<file path="config.mk">
export PLATFORM = sky130hd
export DESIGN_NAME = universal_shift_register
export DESIGN_NICKNAME = d
export VERILOG_FILES = /design/src/rtl/universal_shift_register.sv
export SDC_FILE = /design/constraint.sdc
export NUM_CORES = 1
export LEC_CHECK = 0
export CAP_MARGIN = 30
export CORE_AREA = 2 2 39 41
export CTS_BUF_LIST = sky130_fd_sc_hd__clkbuf_4
export CTS_CLUSTER_SIZE = 25
export DETAILED_ROUTE_END_ITERATION = 12
export DIE_AREA = 0 0 41 43
export GPL_TIMING_DRIVEN = 1
export HOLD_SLACK_MARGIN = 0.15
export PLACE_DENSITY = 0.46
export REMOVE_ABC_BUFFERS = 1
export SYNTH_ARGS = -nofsm -noshare
export SYNTH_HDL_FRONTEND = slang
export SYNTH_SLANG_ARGS = --single-unit
</file>
<file path="constraint.sdc">
create_clock -name clk -period 1.61 [get_ports clk]
set_clock_uncertainty 0.15 [all_clocks]
set_input_delay 0.2415 -clock clk [delete_from_list [all_inputs] [get_ports clk]]
set_output_delay 0.2415 -clock clk [all_outputs]
set_load 0.02 [all_outputs]
</file>
<file path="src/rtl/universal_shift_register.sv">
// Universal shift register: hold / shift right / shift left / parallel load, chosen per clock by mode.
// Optional build macro USR_SERIAL_OUT_EN adds the serial_out_msb / serial_out_lsb chaining taps.
module universal_shift_register #(
    parameter int WIDTH = 4
) (
    input  logic             clk,
    input  logic             reset,
    input  logic [WIDTH-1:0] data_in,
    input  logic [1:0]       mode,
    input  logic             serial_in_right,
    input  logic             serial_in_left,
    output logic [WIDTH-1:0] data_out
`ifdef USR_SERIAL_OUT_EN
    ,
    output logic             serial_out_msb,
    output logic             serial_out_lsb
`endif
);

    localparam logic [1:0] MODE_HOLD  = 2'b00;
    localparam logic [1:0] MODE_SHR   = 2'b01;
    localparam logic [1:0] MODE_SHL   = 2'b10;
    localparam logic [1:0] MODE_LOAD  = 2'b11;

    logic [WIDTH-1:0] r_q;

    // Register update: reset wins over every mode; unknown mode codes hold.
    always_ff @(posedge clk) begin
        if (!reset) begin
            r_q <= {WIDTH{1'b0}};
        end else begin
            case (mode)
                MODE_HOLD: r_q <= r_q;
                MODE_SHR:  r_q <= {serial_in_left, r_q[WIDTH-1:1]};
                MODE_SHL:  r_q <= {r_q[WIDTH-2:0], serial_in_right};
                MODE_LOAD: r_q <= data_in;
                default:   r_q <= r_q;
            endcase
        end
    end

    assign data_out = r_q;

`ifdef USR_SERIAL_OUT_EN
    // End-bit taps come straight off the flops, so they reset with the register.
    assign serial_out_msb = r_q[WIDTH-1];
    assign serial_out_lsb = r_q[0];
`else
    // Without the taps, chaining uses data_out[WIDTH-1] / data_out[0] directly.
`endif

endmodule

</file>
==> results of run 1 <==
power by group through the flow:
stage                     Combinational [uW]  Sequential (uW)  Clock [uW]
after CTS                               74.2              112         131
after global routing                    78.3              112         139
after floorplan                         19.3              120           0
final                                   72.6              111         124
after detailed placement                75.3              113           0
after global placement                  74.0              113           0
Yosys cell counts:
cell type | number | area, um2
dfxtp_1 | 4 | 80.1
mux2i_1 | 8 | 80.1
nand2b_1 | 1 | 6.26
o22ai_1 | 4 | 25.0
nand2_1 | 1 | 3.75
buf_6 | 1 | 11.3
cell type report:
| cell class | instances | area [um2] | area share, % |
|---|---|---|---|
| repair buffers | 14 | 153 | 39.1 |
| multi-input cells | 14 | 115 | 29.5 |
| flip-flops and latches | 4 | 80.1 | 20.5 |
| clock buffers | 3 | 22.5 | 5.77 |
| well taps | 16 | 20.0 | 5.13 |
tightest hold or removal path, stage by stage (launching register included):
cell,delay [ns]
dfxtp_1,0.33
mux2i_1,0.08
o22ai_1,0.09
per-layer routing:
layer | track usage [%] | share of wire (%)
met4 | 2.00 | 0
met5 | 0 | 0
met3 | 6.81 | 17
met1 | 9.32 | 43
met2 | 10.3 | 40
kinds of logic after synthesis:
kind of cell	count (synthesis)	synth area share (%)
AND/OR/NAND/NOR	2	4.85
buffers and inverters	1	5.45
multiplexers	8	38.8
flip-flops	4	38.8
AO/OA/AOI/OAI	4	12.1
stage by stage:
stage / util, % / instance area [um2] / setup slack (ns)
5_1_grt: 28.2 / 390 / 0.206
2_1_floorplan: - / 195 / 0.685
3_5_place_dp: 26.4 / 365 / 0.157
3_3_place_gp: 26.4 / 365 / 0.162
4_1_cts: 27.8 / 385 / 0.0196
6_report: 28.2 / 390 / 0.262
how the worst min path moves through the flow:
| stage | to | slack [ns] | cells after the start |
|---|---|---|---|
| 6_report | data_out[1] | 0.40 | 2 |
| 5_1_grt | data_out[2] | 0.47 | 2 |
| 4_1_cts | data_out[1] | 0.41 | 2 |
| 3_5_place_dp | data_out[1] | 0.39 | 2 |
| 3_3_place_gp | data_out[1] | 0.40 | 2 |
| 2_1_floorplan | data_out[1] | 0.26 | 2 |
timing repair:
item | 4_1_cts | 5_1_grt
setup endpoints to repair | 2 | 2
resized for setup | 2 | 2
pin swaps | 0 | 0
cells in the final DEF, fill, tap and decap left out:
| master | synthesis | routed |
|---|---|---|
| clkbuf_4 | 0 | 3 |
| nand2b_1 | 1 | 1 |
| o22ai_1 | 4 | 4 |
| dfxtp_1 | 4 | 4 |
| dlygate4sd2_1 | 0 | 2 |
| mux2i_1 | 8 | 8 |
| clkdlybuf4s50_1 | 0 | 9 |
| nand2_1 | 1 | 1 |
| dlymetal6s2s_1 | 0 | 2 |
| buf_12 | 0 | 1 |
==> metrics, run 1 <==
Syn Area/Cell 10.9 um2; worst path required time 1.22 ns; Comb pwr share 23.6%; max reg flops 4; largest net degree at the start of global routing 9; vias after detailed routing 210; FF-to-FF setup slack 0.76 ns; H-tree depth 1; sw frac 23.9%; Power Dens Cells 787 nW/um2; min cycle time layout 1.35 ns; final setup fails 0; Die Height 43 um; reg-to-reg endpoint data_out[0]; vias in the first global route 214; die width 41 um; final std cells w/o fill 51; Slew HR 84.5%; Total GRT Usage 7.83%; CP Buf/Inv Count 1; initial antenna violation count 0; first-pass GRT wire length 890 um; Setup Crit Path Kind reg -> out; slew at the pin with the worst max-slew slack 0.232 ns; reg2reg start data_out[1]; worst hold path type reg -> reg; Crit-path slowest cell dfxtp_1; crit path from data_out[1]; clk_lat worst skew 0.23 ns; remaining antenna violation count 0; setup TNS 0 ns; max incr delay on CP 0.37 ns; IO Port Bufs 13; CTS tree yes; Longest Clk Path Bufs 2; Layout area overhead 89.1%; Synth warnings 0; Seq pwr share 36.2%; DR DRC count 0; Crit path max-delay family flip-flops; Initial Util 14.9%; hold_buf cts 0; VDD IR max 0.439 mV; Routability Congestion 0.611; CP endpoint kind primary output; Clock Power Share 40.2%; CTS buffer count 3; clock root buffer clkbuf_4; Post-Syn Area 206 um2; Max Cap Violations 0; Total Wirelength 568 um; min-delay src data_out[0]; arrival time at the worst endpoint 0.96 ns; DP Cell Count 48; critical path depth 1; CP Cell Sequence dlygate4sd2_1; Starting DRT DRC Count 3; RSZ-0062 raised after global routing no; core area 1380 um2; Max Fclk 742 MHz; clock-pin transition on the worst setup and hold timing paths 0.04 ns; Via-to-Cell Ratio 4.12; total grt overflow 0; Die ar. 1760 um2; Cells after Synth 19; Final period util 83.7%; cell-internal power 234 uW; Max Slew Vio Count 0; number of top-level pins 14; std cell rows 14; final hold vios 0; Distinct cells, synth 6; Antenna Cells 0; CP Capture Point data_out[1]; register area share after synthesis 38.8%; outcome finished clean; setup repair bufs after CTS 0; Final nets 47; share of layout cells above drive strength 1 11.4%; register bit total from synthesis 4; Sink Count 4; Wirelength per Cell 11.1 um; LEAKAGE 0.000199 uW; Crit Path Max Fanout 4; final hold slack 0.403 ns; fillers 147; total power 307 uW; Worst Setup Start Kind flip-flop; Reg2Reg Depth 2; Sw Pwr 73.5 uW; TritonRoute pass-1 iters 2; post-detail-place hpwl 421 um
Note: power is estimated with default switching activity, not from simulation.
==> run 2, diff against run 1 <==
==> constraint.sdc (replaced) <==
create_clock -name clk -period 1.38 [get_ports clk]
set_clock_uncertainty 0.15 [all_clocks]
set_input_delay 0.207 -clock clk [delete_from_list [all_inputs] [get_ports clk]]
set_output_delay 0.207 -clock clk [all_outputs]
set_load 0.02 [all_outputs]
==> run 2 against run 1 <==
Net effect:
- worst hold slack improved by 0.022 ns
- clock-buffer cell count stayed put
- critical path type unchanged
- critical path depth unchanged
- global-route usage up 0.49 points
- core utilization is the same
- largest power group unchanged
- non-clock buffer count increased by 1
- final cell count rose by 2.0%
- largest cell class unchanged
==> metrics, run 2 (synthesis gave the netlist of run 1 again) <==
share of layout cells above drive strength 1 13.9% (+2.5 points); Starting DRT DRC Count 1 (-2); outcome finished clean; Antenna Cells 0 (unchanged); Die ar. 1760 um2 (unchanged); total grt overflow 0 (unchanged); setup TNS 0 ns (unchanged); final hold vios 0 (unchanged); DR DRC count 0 (unchanged); CP endpoint kind primary output; Crit-path slowest cell dfxtp_1; Slew HR 85.8% (+1.3 points); Die Height 43 um (unchanged); fillers 159 (+8.2%); H-tree depth 1 (unchanged); RSZ-0062 raised after global routing no; clock root buffer clkbuf_4; critical path depth 1 (unchanged); IO Port Bufs 13 (unchanged); commonest non-fill, non-tap cell in the layout clkdlybuf4s50_1; initial antenna violation count 0 (unchanged); post-detail-place hpwl 418 um (-0.71%); max incr delay on CP 0.36 ns (about the same); arrival time at the worst endpoint 0.94 ns (-0.02 ns); clk_lat worst skew 0.24 ns (about the same); Max Fclk 770 MHz; Longest Clk Path Bufs 2 (unchanged); Setup Crit Path Kind reg -> out; CP Cell Sequence dlygate4sd2_1; largest net degree at the start of global routing 9 (unchanged); min cycle time layout 1.30 ns; Total GRT Usage 8.32% (+0.49 points); Final period util 94.1%; final setup fails 0 (unchanged); CTS tree yes; Layout area overhead 89.1% (unchanged); Initial Util 14.9% (unchanged); final hold slack 0.425 ns (+0.0225 ns); Sink Count 4 (unchanged); CTS buffer count 3 (unchanged); Final nets 48 (+2.1%); Max Slew Vio Count 0 (unchanged); FF-to-FF setup slack 0.45 ns (-0.31 ns); std cell rows 14 (unchanged); LEAKAGE 0.000180 uW (-9.5%); VDD IR max 0.342 mV (-22%); most frequent cells in the layout clkdlybuf4s50_1, mux2i_1, o22ai_1, dfxtp_1, dlygate4sd2_1; vias after detailed routing 218 (+3.8%); slew at the pin with the worst max-slew slack 0.214 ns (-0.0179 ns); number of top-level pins 14 (unchanged); vias in the first global route 211 (-1.4%); Worst Setup Start Kind flip-flop; Crit path max-delay family flip-flops; hold_buf cts 0 (unchanged); Total Wirelength 556 um (-2.1%); Crit Path Max Fanout 4 (unchanged); clock-pin transition on the worst setup and hold timing paths 0.03 ns (about the same); Reg2Reg Depth 3 (+1); Via-to-Cell Ratio 4.19 (+1.8%); Power Dens Cells 916 nW/um2 (+16%); TritonRoute pass-1 iters 2 (unchanged); Max Cap Violations 0 (unchanged); Routability Congestion 0.675 (+10%); die width 41 um (unchanged); Min-Delay Path Depth 2 (unchanged); core area 1380 um2 (unchanged); Wirelength per Cell 10.7 um (-4.0%); max reg flops 4 (unchanged); remaining antenna violation count 0 (unchanged); worst path required time 1.02 ns (-0.20 ns); CP Buf/Inv Count 1 (unchanged); worst hold path type reg -> reg; first-pass GRT wire length 855 um (-3.9%); Final Util 28.2% (unchanged)
## run 2: routing by layer
| layer | GRT usage, % | wire (um) |
|---|---|---|
| met5 | 0 | 0 |
| met4 | 6.00 | 0 |
| met3 | 8.38 | 93 |
| met2 | 9.69 | 223 |
| met1 | 8.65 | 239 |
## run 2: through the flow
step / instances / worst slack [ns] / cell area, um2 / total power (uW)
floorplan: 18 / 0.455 / 195 / 163
global placement: 49 / -0.0338 / 373 / 221
detailed placement: 49 / -0.0287 / 373 / 221
CTS: 52 / 0.0616 / 390 / 371
global route: 52 / 0.0113 / 390 / 392
finish: 52 / 0.0810 / 390 / 357
## run 2: layout make-up
class	instances	area [um2]	share of cell area, %
Clock buffer	3	22.5	5.77
Multi-Input combinational cell	14	115	29.5
Sequential cell	4	80.1	20.5
Tap cell	16	20.0	5.13
Timing Repair Buffer	15	153	39.1
## run 2: final timing paths
check | from | endpoint
setup / recovery | data_out[2] | data_out[2]
hold reg to reg | data_out[3] | data_out[3]
setup reg to reg | data_out[1] | data_out[1]
hold / removal | data_out[3] | data_out[3]
## run 2: repair_timing
item	CTS	global route
hold endpoints to repair	0	0
resized for setup	4	0
endpoints found under the setup margin	4	0
buffers inserted	0	0
## run 2: power breakdown
group | internal [uW] | switching [uW] | total, uW
combinational | 51.7 | 32.6 | 84.2
clock | 97.1 | 46.4 | 144
sequential | 124 | 5.77 | 130
total | 273 | 84.7 | 357
==> run 3, diff against run 2 <==
--- a/config.mk
+++ b/config.mk
@@ -11,6 +11,7 @@
 export CTS_CLUSTER_SIZE = 25
 export DETAILED_ROUTE_END_ITERATION = 12
 export DIE_AREA = 0 0 41 43
+export GPL_ROUTABILITY_DRIVEN = 0
 export GPL_TIMING_DRIVEN = 1
 export HOLD_SLACK_MARGIN = 0.15
 export PLACE_DENSITY = 0.46
==> results of run 3 <==
Final layout, timing and power as in run 2 (identical DEF).
